$ cat config.mk
export PLATFORM = sky130hd
export DESIGN_NAME = tick_period_monitor
export DESIGN_NICKNAME = d
export VERILOG_FILES = /design/src/rtl/tick_mon_pkg.sv /design/src/rtl/tick_interval_counter.sv /design/src/rtl/tick_period_monitor.sv
export SDC_FILE = /design/constraint.sdc
export NUM_CORES = 1
export LEC_CHECK = 0
export ABC_CLOCK_PERIOD_IN_PS = 2200
export BUFFER_PORTS_ARGS = -buffer_cell sky130_fd_sc_hd__buf_2
export CAP_MARGIN = 5
export CORE_MARGIN = 8
export CORE_UTILIZATION = 50
export CTS_CLUSTER_DIAMETER = 100
export CTS_CLUSTER_SIZE = 10
export DETAILED_ROUTE_END_ITERATION = 7
export PLACE_DENSITY = 0.71
export SLEW_MARGIN = 40
export SYNTH_ARGS = -nofsm -noshare
export SYNTH_HDL_FRONTEND = slang
export SYNTH_SLANG_ARGS = --single-unit
$ cat constraint.sdc
create_clock -name clk -period 2.2 [get_ports clk]
set_clock_uncertainty 0.1 [all_clocks]
set_input_delay 0.44 -clock clk [delete_from_list [all_inputs] [get_ports clk]]
set_output_delay 0.44 -clock clk [all_outputs]
set_load 0.005 [all_outputs]
$ cat src/rtl/tick_mon_pkg.sv
`default_nettype none
// ============================================================================
// Module      : tick_mon_pkg
// Description : Shared state encoding and in-range check for the tick period
//               monitor.
// Revision    : 1.0 - initial release
// ============================================================================
package tick_mon_pkg;

    typedef enum logic [1:0] {
        ST_IDLE    = 2'd0,
        ST_MEASURE = 2'd1,
        ST_LOCKED  = 2'd2,
        ST_FAULT   = 2'd3
    } tick_mon_state_t;

    // Written as value+tol >= exp so a tolerance wider than the period cannot underflow.
    function automatic logic in_range(input int unsigned value,
                                      input int unsigned exp_period,
                                      input int unsigned tol);
        return ((value + tol) >= exp_period) && (value <= (exp_period + tol));
    endfunction

endpackage
`default_nettype wire

$ cat src/rtl/tick_interval_counter.sv
`default_nettype none
// ============================================================================
// Module      : tick_interval_counter
// Description : Saturating cycles-since-tick counter with registered period
//               capture.
// Revision    : 1.0 - initial release
// ============================================================================
module tick_interval_counter #(
    parameter int CNT_W = 3
) (
    input  logic             clk,
    input  logic             rst_n,
    input  logic             tick,
    input  logic             capture,
    output logic [CNT_W-1:0] cnt,
    output logic [CNT_W-1:0] period,
    output logic             period_valid
);

    localparam logic [CNT_W-1:0] c_CNT_MAX = {CNT_W{1'b1}};

    always_ff @(posedge clk) begin
        if (!rst_n) begin
            cnt          <= '0;
            period       <= '0;
            period_valid <= 1'b0;
        end else begin
            period_valid <= capture;
            if (capture) begin
                period <= cnt;
            end
            if (tick) begin
                cnt <= CNT_W'(1);
            end else if (cnt != c_CNT_MAX) begin
                cnt <= cnt + 1'b1;
            end
        end
    end

endmodule
`default_nettype wire

$ cat src/rtl/tick_period_monitor.sv
`default_nettype none
// ============================================================================
// Module      : tick_period_monitor
// Description : Measures the interval between tick pulses, locks onto a stable
//               in-range stream and flags out-of-range or overdue ticks.
//               Optional statistics outputs under TICK_MON_STATS_EN.
// Revision    : 1.0 - initial release
// ============================================================================
module tick_period_monitor
    import tick_mon_pkg::*;
#(
    parameter int INTERNAL_CLK     = 4,
    parameter int OUTPUT_TIME_FREQ = 1,
    parameter int EXP_PERIOD       = INTERNAL_CLK / OUTPUT_TIME_FREQ,
    parameter int TOL              = 0,
    parameter int LOCK_COUNT       = 2,
    parameter int CNT_W            = $clog2(EXP_PERIOD + TOL + 2)
) (
    input  logic             clk,
    input  logic             rst_n,
    input  logic             tick,
    output logic [CNT_W-1:0] period,
    output logic             period_valid,
    output logic             locked,
    output logic             fault,
    output logic             timeout
`ifdef TICK_MON_STATS_EN
    ,
    output logic [CNT_W-1:0] min_period,
    output logic [CNT_W-1:0] max_period,
    output logic [7:0]       err_cnt
`endif
);

    localparam int               c_GOOD_W      = $clog2(LOCK_COUNT + 1);
    localparam logic [CNT_W-1:0] c_TIMEOUT_CNT = CNT_W'(EXP_PERIOD + TOL + 1);

    tick_mon_state_t     r_state;
    logic [c_GOOD_W-1:0] r_good;
    logic [c_GOOD_W-1:0] w_good_inc;
    logic [CNT_W-1:0]    w_cnt;
    logic                w_capture;
    logic                w_in_range;
    logic                w_active;
    logic                w_bad_period;
    logic                w_timeout_hit;
    logic                w_enter_fault;

    assign w_capture     = tick && (r_state != ST_IDLE);
    assign w_in_range    = in_range(32'(w_cnt), EXP_PERIOD, TOL);
    assign w_active      = (r_state == ST_MEASURE) || (r_state == ST_LOCKED);
    assign w_bad_period  = w_active && tick && !w_in_range;
    // A tick on the overdue cycle is judged as a bad period, never as a timeout.
    assign w_timeout_hit = w_active && !tick && (w_cnt == c_TIMEOUT_CNT);
    assign w_enter_fault = w_bad_period || w_timeout_hit;
    assign w_good_inc    = r_good + 1'b1;

    tick_interval_counter #(
        .CNT_W (CNT_W)
    ) u_counter (
        .clk          (clk),
        .rst_n        (rst_n),
        .tick         (tick),
        .capture      (w_capture),
        .cnt          (w_cnt),
        .period       (period),
        .period_valid (period_valid)
    );

    always_ff @(posedge clk) begin
        if (!rst_n) begin
            r_state <= ST_IDLE;
            r_good  <= '0;
            locked  <= 1'b0;
            fault   <= 1'b0;
            timeout <= 1'b0;
        end else begin
            timeout <= 1'b0;
            if (w_enter_fault) begin
                r_state <= ST_FAULT;
                r_good  <= '0;
                locked  <= 1'b0;
                fault   <= 1'b1;
                timeout <= w_timeout_hit;
            end else begin
                case (r_state)
                    ST_IDLE: begin
                        if (tick) begin
                            r_state <= ST_MEASURE;
                            r_good  <= '0;
                        end
                    end
                    ST_MEASURE: begin
                        if (tick) begin
                            r_good <= w_good_inc;
                            if (32'(w_good_inc) >= LOCK_COUNT) begin
                                r_state <= ST_LOCKED;
                                locked  <= 1'b1;
                            end
                        end
                    end
                    ST_LOCKED: begin
                        r_state <= ST_LOCKED;
                    end
                    ST_FAULT: begin
                        if (tick && w_in_range) begin
                            r_state <= ST_MEASURE;
                            r_good  <= c_GOOD_W'(1);
                            fault   <= 1'b0;
                        end
                    end
                    default: begin
                        r_state <= ST_IDLE;
                    end
                endcase
            end
        end
    end

`ifdef TICK_MON_STATS_EN
    always_ff @(posedge clk) begin
        if (!rst_n) begin
            min_period <= '1;
            max_period <= '0;
            err_cnt    <= '0;
        end else begin
            if (w_capture) begin
                if (w_cnt < min_period) min_period <= w_cnt;
                if (w_cnt > max_period) max_period <= w_cnt;
            end
            if (w_enter_fault && (err_cnt != 8'hFF)) begin
                err_cnt <= err_cnt + 8'd1;
            end
        end
    end
`endif

endmodule
`default_nettype wire

==> run_results.csv <==
group,metric,value,unit
status,status,"finished, final reports clean",
floorplanning,initial_core_util,0.515,
setup_path,critPathCapture,"r_state[0]$_SDFFE_PN0P_",
placed_design,routabilityCongestion,0.787,
grt,grt_use_met1,0.130,
grt,grt_pass1_wl,2620,um
grt,grt_util_met2,0.211,
layout,multi_input_area,445,um2
drt,wl_per_cell,13.8,um
grt,grt_pass1_vias,580,
timing,fin_crit,1730,ps
setup_path,setup.worst_path.start,"r_state[0]$_SDFFE_PN0P_",
setup_path,r2r-start,"r_state[0]$_SDFFE_PN0P_",
timing,maxSlewHeadroom,0.748,
clock_tree,clkSlewWorstSetupHoldPaths,80,ps
timing,tns,0,ps
power_and_ir_drop,peakVddDrop,0.671,mV
power_and_ir_drop,p_seq_frac,0.366,
grt,grt_max_degree,9,
placed_design,place_inst,102,
placed_design,portBuffers,9,
layout,fin_area,850,um2
timing,finalSetupViolations,0,
power_and_ir_drop,internal-power,0.575,mW
floorplanning,core,1450,um2
synth,netlist_area,748,um2
layout,nNetsFinal,102,
drt,dr.pass1.iters,4,
placed_design,dpl.hpwl,1150,um
clock_tree,cts_hold_buf,0,
synth,synth_fp_nets,88,
grt,grt.met3_usage,0.0353,
synth,synth-edff-count,0,
synth,ys.flop_type,"dfxtp_1",
clock_tree,cts-buffers-inserted,3,
drt,postRouteAntennaNets,0,
synth,synth_area_leader_cell,"dfxtp_1",
power_and_ir_drop,power.density,1080,nW/um2
power_and_ir_drop,p_comb_frac,0.439,
clock_tree,cts_resized,0,
layout,area_growth,13.5,%
drt,drtIter0Drc,13,
grt,track_usage,0.120,
clock_tree,clock_sinks,14,
setup_path,arrival,1820,ps
synth,ys_warn_count,0,
grt,busiest_layer,"met2",
synth,ys_async_sr_fraction,0,
power_and_ir_drop,swShare,0.371,
timing,rsz0062_at_grt,"false",
timing,slew_viol_final,0,
setup_path,worstSetupEndpointType,"register",
drt,wl,1460,um
timing,fmax,0.578,GHz
grt,antenna_found_initial,0,
layout,diodes,0,
floorplanning,dieArea,2990,um2
synth,seq_area_frac_synth,0.375,
setup_path,worstPathRequired,2290,ps
layout,num-fill-cells,131,
drt,vias_per_cell,5.29,
clock_tree,cts_tree,"yes",
timing,period_share,0.786,
synth,syn-mean-instance-area,9.72,um2
setup_path,rr_endpoint,"r_state[0]$_SDFFE_PN0P_",
floorplanning,ios,10,
setup_path,start_kind,"register",
min_path,hold_class,"in -> reg",
synth,synth_cells,77,
drt,vias,561,
timing,timing_hold_violations_final,0,
power_and_ir_drop,leakage,0.377,nW
clock_tree,clk_latency,270,ps
synth,synth_top_area_share,0.375,
synth,synth.distinct_cells,29,
setup_path,path_class,"reg -> reg",
layout,drive_above_1_share,0.222,
power_and_ir_drop,clockPowerShare,0.195,
grt,overflow,0,
floorplanning,placementRows,14,
floorplanning,die_h,54.7,um
timing,worstMarginPinSlew,374,ps
job,cap_violations,0,
drt,drc,0,
clock_tree,clk_root_buffer_cell,"clkbuf_4",
clock_tree,cts_setup_buffers,0,
clock_tree,clock_path_buffers,2,
layout,finalNonFillerCells,106,
synth,synth.area.top_cells,"dfxtp_1, ha_1, mux2i_1",
setup_path,worstPathMaxFanout,6,
layout,regArea,280,um2
power_and_ir_drop,p_switching,0.340,mW
setup_path,r2r_cells,6,
clock_tree,htree_levels,1,
floorplanning,chipWidth,54.7,um
setup_path,rrSetupSlack,470,ps
synth,ys_ff_latch,14,
placed_design,place_area,813,um2
==> worst min-delay path by stage <==
| stage | end | startpoint | slack (ps) | cells after the start |
|---|---|---|---|---|
| after detailed placement | u_counter.period[2]$_SDFFE_PN0P_ | u_counter.period[2]$_SDFFE_PN0P_ | 380 | 2 |
| after global placement | u_counter.period[2]$_SDFFE_PN0P_ | u_counter.period[2]$_SDFFE_PN0P_ | 370 | 2 |
| after CTS | locked$_SDFFE_PP0P_ | rst_n | 360 | 2 |
| final | locked$_SDFFE_PP0P_ | rst_n | 370 | 2 |
| after floorplan | fault$_SDFFE_PN0P_ | fault$_SDFFE_PN0P_ | 370 | 2 |
| after global routing | locked$_SDFFE_PP0P_ | rst_n | 370 | 2 |
==> cells by family after synthesis <==
kind of cell,count (synthesis),synth area share
AOI/OAI and AO/OA,17,0.204
xor gates and xnor gates,2,0.0234
adders and majority gates,8,0.134
buffers and inverters,6,0.0301
DFF,14,0.375
muxes,5,0.0669
and+or+nand+nor,25,0.167
==> cells in the mapped netlist (2+ instances only) <==
| library cell | number |
|---|---|
| a21oi_1 | 3 |
| dfxtp_1 | 14 |
| ha_1 | 8 |
| inv_1 | 6 |
| mux2i_1 | 5 |
| nand2_1 | 5 |
| nand2b_1 | 2 |
| nand3_1 | 2 |
| nor2_1 | 10 |
| o21ai_0 | 2 |
| xnor2_1 | 2 |
==> placed cells by master, fill, tap and decap left out <==
master,instances
dfxtp_1,14
a2bb2oi_1,1
nor2_1,10
o21a_1,1
nand2_1,5
a221oi_2,1
nand2b_1,2
mux2i_1,5
o211a_1,1
o311ai_0,1
a22oi_2,1
nor2b_1,1
a211oi_4,1
o21ba_2,1
a21oi_1,3
inv_1,6
a311oi_1,1
nand3_1,2
nand4b_1,1
o21ai_0,2
xnor2_1,2
a21boi_2,1
clkbuf_4,3
o21ai_1,1
buf_2,9
a21bo_2,1
ha_1,8
clkbuf_8,1
and2_1,1
nand3_2,1
and3b_1,1
and3_1,1
==> area by class of cell <==
class	count	share of cell area
Multi-Input combinational cell	57	0.524
Inverter	6	0.0265
Clock buffer	4	0.0427
Sequential cell	14	0.330
Tap cell	16	0.0236
Timing Repair Buffer	9	0.0530
==> registers in the layout (all words and copies together) (netlist names) <==
name                    cells
locked                      1
timeout                     1
r_good                      2
fault                       1
r_state                     2
u_counter.period_valid      1
u_counter.cnt               3
u_counter.period            3
==> metal layers <==
layer	vias to the layer above	wire (um)	share of wire
met4	0	17	0.012
met5	-	0	0
met2	6	767	0.53
li1	294	-	-
met3	2	45	0.031
met1	259	627	0.43
==> stage by stage <==
stage          setup WS (ps)  hold slack (ps)   util  power (mW)
6_report                 470              367  0.584       0.915
5_1_grt                  292              374  0.584       0.993
4_1_cts                  451              363  0.584       0.921
3_5_place_dp             475              384  0.559       0.740
3_3_place_gp             474              374  0.559       0.739
2_1_floorplan            622              370      -       0.654
==> power groups by stage <==
| stage | logic, mW | registers [mW] | clock network, mW |
|---|---|---|---|
| after global placement | 0.399 | 0.340 | 0 |
| after detailed placement | 0.398 | 0.342 | 0 |
| after CTS | 0.402 | 0.336 | 0.183 |
| after floorplan | 0.320 | 0.334 | 0 |
| final | 0.402 | 0.335 | 0.179 |
| after global routing | 0.459 | 0.342 | 0.191 |
==> worst max-delay path: stages, from the launching register on <==
cell and delay (ps):
dfxtp_1 380, inv_1 100, ha_1 370, nand3_1 160, nand2_1 100, and3_1 190
a221oi_2 250
Note: power is estimated with default switching activity, not from simulation.
